## config.mk

```make
export PLATFORM = sky130hd
export DESIGN_NAME = apu_telemetry_tx
export DESIGN_NICKNAME = d
export VERILOG_FILES = /design/src/rtl/apu_telemetry_tx.sv
export SDC_FILE = /design/constraint.sdc
export NUM_CORES = 1
export LEC_CHECK = 0
export BUFFER_PORTS_ARGS = -buffer_cell sky130_fd_sc_hd__buf_2
export CORE_MARGIN = 2
export CORE_UTILIZATION = 38
export DETAILED_ROUTE_END_ITERATION = 10
export PLACE_DENSITY = 0.54
export SLEW_MARGIN = 25
export SYNTH_ARGS = -nofsm -noshare
export SYNTH_HDL_FRONTEND = slang
export SYNTH_SLANG_ARGS = --single-unit
```

## constraint.sdc

```tcl
create_clock -name apu_clk -period 6 [get_ports apu_clk]
set_input_delay 1.2 -clock apu_clk [delete_from_list [all_inputs] [get_ports apu_clk]]
set_output_delay 1.2 -clock apu_clk [all_outputs]
set_load 0.01 [all_outputs]
```

## src/rtl/apu_telemetry_tx.sv

```systemverilog
// UART dump transmitter: snapshots the 16 APU register bytes on request and sends
// an 8N1 frame of SYNC, 16 register bytes and an 8-bit additive checksum.
module apu_telemetry_tx #(
    parameter int CLKRATE  = 1_790_000,
    parameter int BAUDRATE = 9600,
    parameter int DIVISOR  = CLKRATE / BAUDRATE,
    parameter logic [7:0] SYNC = 8'hA5
) (
    input  logic         apu_clk,
    input  logic         rst_n,
    input  logic         dump_req,
    input  logic [127:0] reg_data,
    output logic         tx,
    output logic         busy,
    output logic         done
);

    localparam logic [11:0] RELOAD   = 12'(DIVISOR - 1);
    localparam logic [4:0]  LAST_BYTE = 5'd17;

    typedef enum logic [1:0] {IDLE, START, DATA, STOP} state_t;

    state_t         state_q;
    logic [11:0]    cnt_q;
    logic [2:0]     bit_q;
    logic [4:0]     byte_q;
    logic [127:0]   snap_q;
    logic [7:0]     csum_q;
    logic           tx_q, busy_q, done_q;

    logic [7:0]     sum_d;
    logic [7:0]     cur_byte;
    logic [2:0]     bit_nx;
    logic           bit_end;

    // Checksum is taken from the live bus so it lands in the same edge as the snapshot.
    always_comb begin
        sum_d = 8'h00;
        for (int i = 0; i < 16; i++) sum_d = sum_d + reg_data[8*i +: 8];
    end

    always_comb begin
        cur_byte = SYNC;
        if (byte_q == LAST_BYTE) cur_byte = csum_q;
        for (int i = 0; i < 16; i++)
            if (byte_q == 5'(i + 1)) cur_byte = snap_q[8*i +: 8];
    end

    assign bit_nx  = bit_q + 3'd1;
    assign bit_end = (cnt_q == 12'd0);

    always_ff @(posedge apu_clk) begin
        if (!rst_n) begin
            state_q <= IDLE;
            cnt_q   <= 12'd0;
            bit_q   <= 3'd0;
            byte_q  <= 5'd0;
            snap_q  <= '0;
            csum_q  <= 8'h00;
            tx_q    <= 1'b1;
            busy_q  <= 1'b0;
            done_q  <= 1'b0;
        end else begin
            done_q <= 1'b0;
            case (state_q)
                IDLE: begin
                    tx_q <= 1'b1;
                    if (dump_req) begin
                        snap_q  <= reg_data;
                        csum_q  <= sum_d;
                        byte_q  <= 5'd0;
                        bit_q   <= 3'd0;
                        cnt_q   <= RELOAD;
                        busy_q  <= 1'b1;
                        tx_q    <= 1'b0;
                        state_q <= START;
                    end
                end
                START: begin
                    if (bit_end) begin
                        cnt_q   <= RELOAD;
                        bit_q   <= 3'd0;
                        tx_q    <= cur_byte[0];
                        state_q <= DATA;
                    end else begin
                        cnt_q <= cnt_q - 12'd1;
                    end
                end
                DATA: begin
                    if (bit_end) begin
                        cnt_q <= RELOAD;
                        if (bit_q == 3'd7) begin
                            tx_q    <= 1'b1;
                            state_q <= STOP;
                        end else begin
                            bit_q <= bit_nx;
                            tx_q  <= cur_byte[bit_nx];
                        end
                    end else begin
                        cnt_q <= cnt_q - 12'd1;
                    end
                end
                STOP: begin
                    if (bit_end) begin
                        if (byte_q < LAST_BYTE) begin
                            byte_q  <= byte_q + 5'd1;
                            cnt_q   <= RELOAD;
                            tx_q    <= 1'b0;
                            state_q <= START;
                        end else begin
                            cnt_q   <= 12'd0;
                            busy_q  <= 1'b0;
                            done_q  <= 1'b1;
                            state_q <= IDLE;
                        end
                    end else begin
                        cnt_q <= cnt_q - 12'd1;
                    end
                end
                default: state_q <= IDLE;
            endcase
        end
    end

    assign tx   = tx_q;
    assign busy = busy_q;
    assign done = done_q;

endmodule

```

; ---- After elaboration in Yosys (flattened, before gate mapping)
; Cells that the tools add are included.
[word_totals]
ff_bits = 161
input_bits = 131
word_cells = 122
[classes]
muxes = 52
n_reduce_logical = 12
add_sub_neg = 18
n_lt_le_gt_ge = 2
eq_ne = 29
[ops]
columns = op, count
row1 = 8-bit two-way mux, 18
row2 = 8-bit adder, 15
row3 = "5-bit by 4-bit == test with 1-bit output, second input constant", 8
row4 = 12-bit two-way mux, 3
row5 = 12-bit case mux with 3 select lines, 1
row6 = "5-bit by 3-bit == test with 1-bit output, second input constant", 4
row7 = "2-bit inequality test, second input constant", 8
row8 = 5-bit two-way mux, 3
row9 = 12-bit zero test, 1
row10 = 1-bit two-way mux, 12
row11 = 3-bit two-way mux, 4
row12 = 4-bit AND reduction, 3
row13 = "12-bit by 1-bit subtractor with 12-bit output, second input constant", 1
row14 = "5-bit by 2-bit == test with 1-bit output, second input constant", 2
row15 = "5-bit == test, second input constant", 2
row16 = 2-bit two-way mux, 5
row17 = 5-bit case mux with 2 select lines, 1
row18 = 5-bit AND reduction, 2
row19 = 3-bit case mux with 3 select lines, 1
row20 = 2-bit case mux with 4 select lines, 1
row21 = "5-bit by 1-bit adder with 5-bit output, second input constant", 1
row22 = "5-bit by 1-bit == test with 1-bit output, second input constant", 1
row23 = "5-bit < comparator, second input constant", 1
row24 = "2-bit == test, second input constant", 2
row25 = 13 further kinds, 13

; ---- Logic depth before layout (Yosys ltp)
[depth]
word_depth = 23
mapped_depth = 20
mapped_depth_nobuf = 20

; ---- Worst setup path after synthesis
; Ideal clock, no wire load.
[synth_timing]
kind = input-to-reg
startpoint = input port reg_data[98]
endpoint = register csum_q[6]
setup_slack_ps = 414
path_stages = 19
required_time_ps = 5930
arrival_ps = 5516
setup_time_ps = 70
cell_sequence = inv_1 > fa_1 > inv_1 > fa_1 > inv_1 > fa_1 > fa_1 > inv_1 > fa_1 > fa_1 > ha_1 > inv_1 > fa_1 > inv_1 > a21o_1 > a21oi_1 > xnor2_1 > nand2_1 > a21oi_1
[synth_via]
elab_chain_cells = 4
[synth_lines]
columns = item, line
row1 = from (decl), 12  ; input logic [127:0] reg_data,
row2 = 8-bit adder (4 in series), 39  ; for (int i = 0; i < 16; i++) sum_d = sum_d + reg_data[8*i +: 8];
row3 = to (signal assigned), 70  ; csum_q <= sum_d;
row4 = to (decl), 28  ; logic [7:0] csum_q;
; Every way passes these cells.
; A chain may end at the register's enable or synchronous reset.

; ---- Worst setup path in the final report
; Ends and elaborated chain as after synthesis.

==> run_results.csv <==
group,metric,value,unit
hold_path,hp-start,"snap_q[124]$_SDFFE_PN0P_",
critical_path,path_cells,"buf_2, inv_1, fa_1, inv_1, fa_1, inv_1, fa_1, fa_1, inv_1, fa_1, fa_1, ha_1, inv_1, fa_1, inv_1, a21o_1, a21oi_1, xnor2_1, nand2_1, a21oi_1",
clock_network,cts_max_level,4,
critical_path,worstPathMaxFanout,3,
critical_path,cp_slowest_cell,"fa_1",
synthesis,async_flop_share,0,%
cells_and_area,n_antenna_cell,0,
clock_network,clockBufferDepth,2,
grt,overflow,0,
drt,via_count,9402,
floorplanning,placement_rows,60,
drt,drt_iter0_markers,693,
floorplanning,core-area,27000,um2
drt,firstDrtPassIters,5,
synthesis,synth_commonest_cells,"317 x nand2_1, 191 x a21oi_1, 161 x dfxtp_1",
drt,wl_per_cell,20.0,um
synthesis,synthSimpleGateAreaFrac,19.4,%
synthesis,synthDistinctLibCells,78,
critical_path,cp-start-kind,"primary input",
synthesis,yosys.area_share.adder,19.7,%
cells_and_area,final_nets,1640,
floorplanning,initial_core_util,38.8,%
drt,postRouteAntennaNets,0,
critical_path,reg2reg_to,"tx$_SDFFE_PN1P_",
sta,period_needed,5.55,ns
clock_network,cts_tree,"yes",
drt,vias_per_cell,5.37,
pwr,powerDensity,514,nW/um2
grt,grt_first_pass_wirelength,53700,um
critical_path,critical_path_class,"primary input to flip-flop",
synthesis,yosysTopAreaCellShare,30.7,%
pwr,peakVddDrop,0.446,mV
synthesis,muxShareOfSynthArea,0.823,%
critical_path,max_stage_delay,0.56,ns
critical_path,critPathBufInv,7,
clock_network,hold_buffers,0,
placement,placedCellCount,1718,
sta,worst_pin_slew,1.09,ns
synthesis,syn_nets,1555,
floorplanning,pin_count,134,
placement,port_buffers,133,
synthesis,synth.yosys.seq_area_share,30.7,%
sta,final-hold-violation-count,0,
critical_path,critPathMostFrequentCell,"fa_1",
critical_path,crit_start,"reg_data[98]",
critical_path,crit_family,"adder cells",
sta,drv_slew,0,
sta,setup_viol,0,
drt,drc_errors,0,
synthesis,ys_ff_latch,161,
clock_network,cts_resized,0,
synthesis,synth-compound-area-share,19.0,%
placement,place_congestion,0.901,
critical_path,cp-end-kind,"flip-flop",
synthesis,post-synth-top-count-cell,"nand2_1",
synthesis,syn_area_per_cell,8.01,um2
grt,grt_pass1_vias,9233,
hold_path,holdPathEnd,"snap_q[124]$_SDFFE_PN0P_",
sta,rsz0062_at_grt,"no",
critical_path,worstPathArrival,5.91,ns
critical_path,r2r_start,"byte_q[0]$_SDFFE_PN0P_",
grt,grt_max_degree,93,
critical_path,reg2reg_depth,11,
synthesis,ys_warn_count,0,
clock_network,clock_latency,0.44,ns
clock_network,numCtsBuffers,17,
run,maxCapViolCount,0,
synthesis,yosys.area.top_type,"dfxtp_1",
cells_and_area,layout-drive-gt1-share,14.4,%
pwr,fin_total_pwr,6160,uW
synthesis,synth_top_family_by_area,"adder cells",
placement,dp_hpwl,26600,um
outcome,status,"completed",
hold_path,hold_class,"flip-flop to flip-flop",
sta,tns,0,ns
sta,min_period_over_period,92.5,%
pwr,leakage,0.00494,uW
floorplanning,dieHeight,170,um
critical_path,critPathRequiredTime,6.37,ns
cells_and_area,final_core_util,44.4,%
cells_and_area,area_delta_synth_final,14.2,%
floorplanning,die_x,170,um
grt,antenna_found_initial,0,
synthesis,synthXorXnorAreaFrac,2.84,%
clock_network,postCtsSetupBuffers,0,
hold_path,hold_depth,2,
clock_network,cts-root-buf,"clkbuf_16",
clock_network,clock_sinks,161,
synthesis,synth-edff-count,0,
synthesis,synthCells,1311,
cells_and_area,layoutNonFillerInstCount,1750,
sta,maxSlewHeadroom,27.5,%
clock_network,path_clk_slew,0.07,ns
sta,clock_skew,0.00760,ns
grt,grtUsageTotal,24.8,%
synthesis,syn-cell-area,10500,um2
synthesis,synth_area_leaders,"dfxtp_1 31%, fa_1 17%, nand2_1 11%",
critical_path,r2r_slack,2.06,ns
sta,clock.fmax,180,MHz
synthesis,ys.flop_type,"dfxtp_1",
floorplanning,die_area,29000,um2
drt,routed_wl,35000,um
[worst register-to-register path, stage by stage, from the launching register on]
cell and delay, ns:
dfxtp_1 0.48, inv_1 0.11, ha_1 0.20, buf_4 0.26
inv_1 0.40, nor2_1 0.31, a2111oi_1 1.05, o2111ai_1 0.30
a21oi_1 0.28, a211oi_1 0.08, a22oi_1 0.27, o211ai_2 0.10
[layer usage]
layer	up-vias	share of wire [%]	wire (um)	global-route usage, %
met2	311	46	16200	39.5
met3	66	6.1	2150	4.26
met4	0	4.0	1400	10.6
li1	4519	-	-	-
met1	4506	43	15200	33.2
met5	-	0	0	0
[cell usage in the layout, fill, tap and decap left out, types with 26 or more instances in the layout]
master | netlist | layout
fa_1 | 87 | 87
nor2_1 | 43 | 43
xnor2_1 | 28 | 28
dfxtp_1 | 161 | 161
ha_1 | 26 | 26
buf_2 | 11 | 133
a21oi_1 | 191 | 191
inv_1 | 123 | 123
o21ai_0 | 41 | 41
nand2_1 | 317 | 316
[logic make-up (layout without fill, tap and decap cells)]
group | Yosys count | after routing
AOI/OAI and AO/OA | 333 | 333
DFF | 161 | 161
xor gates and xnor gates | 34 | 34
adders and majority gates | 113 | 113
muxes | 8 | 8
and+or+nand+nor | 458 | 458
buffers and inverters | 204 | 302
[cell type report]
| type | count | area (um2) |
|---|---|---|
| clock buffers | 22 | 464 |
| multi-input cells | 946 | 6490 |
| repair buffers | 146 | 763 |
| fillers | 2785 | 15000 |
| well taps | 341 | 427 |
| inverters | 124 | 468 |
| flip-flops and latches | 161 | 3220 |
| clock inverters | 10 | 151 |
[flip-flops by register name, indices dropped and copies added, names as in the netlist]
signal and cells:
snap_q 128, cnt_q 12, csum_q 8, byte_q 5
bit_q 3, state_q 2, busy 1, done 1
tx 1
[through the flow]
step,worst slack [ns],area [um2],hold slack (ns)
floorplan,0.414,10500,0.428
global placement,0.0586,11400,0.441
detailed placement,0.0193,11400,0.446
CTS,0.454,12000,0.456
global route,0.190,12000,0.470
finish,0.450,12000,0.454
[worst max-delay path by stage]
stage / to / slack (ns) / cells past startpoint
2_1_floorplan: csum_q[6]$_SDFFE_PN0P_ / 0.41 / 19
3_3_place_gp: csum_q[6]$_SDFFE_PN0P_ / 0.06 / 20
3_5_place_dp: csum_q[6]$_SDFFE_PN0P_ / 0.02 / 20
4_1_cts: csum_q[6]$_SDFFE_PN0P_ / 0.45 / 20
5_1_grt: csum_q[6]$_SDFFE_PN0P_ / 0.19 / 20
6_report: csum_q[6]$_SDFFE_PN0P_ / 0.45 / 20
[power breakdown]
group	switching (uW)	total, uW	internal, uW
Clock	489	1170	684
Combinational	1990	3550	1560
Sequential	147	1430	1280
Total	2630	6160	3530
No activity file was read; power rests on OpenSTA's default activity.
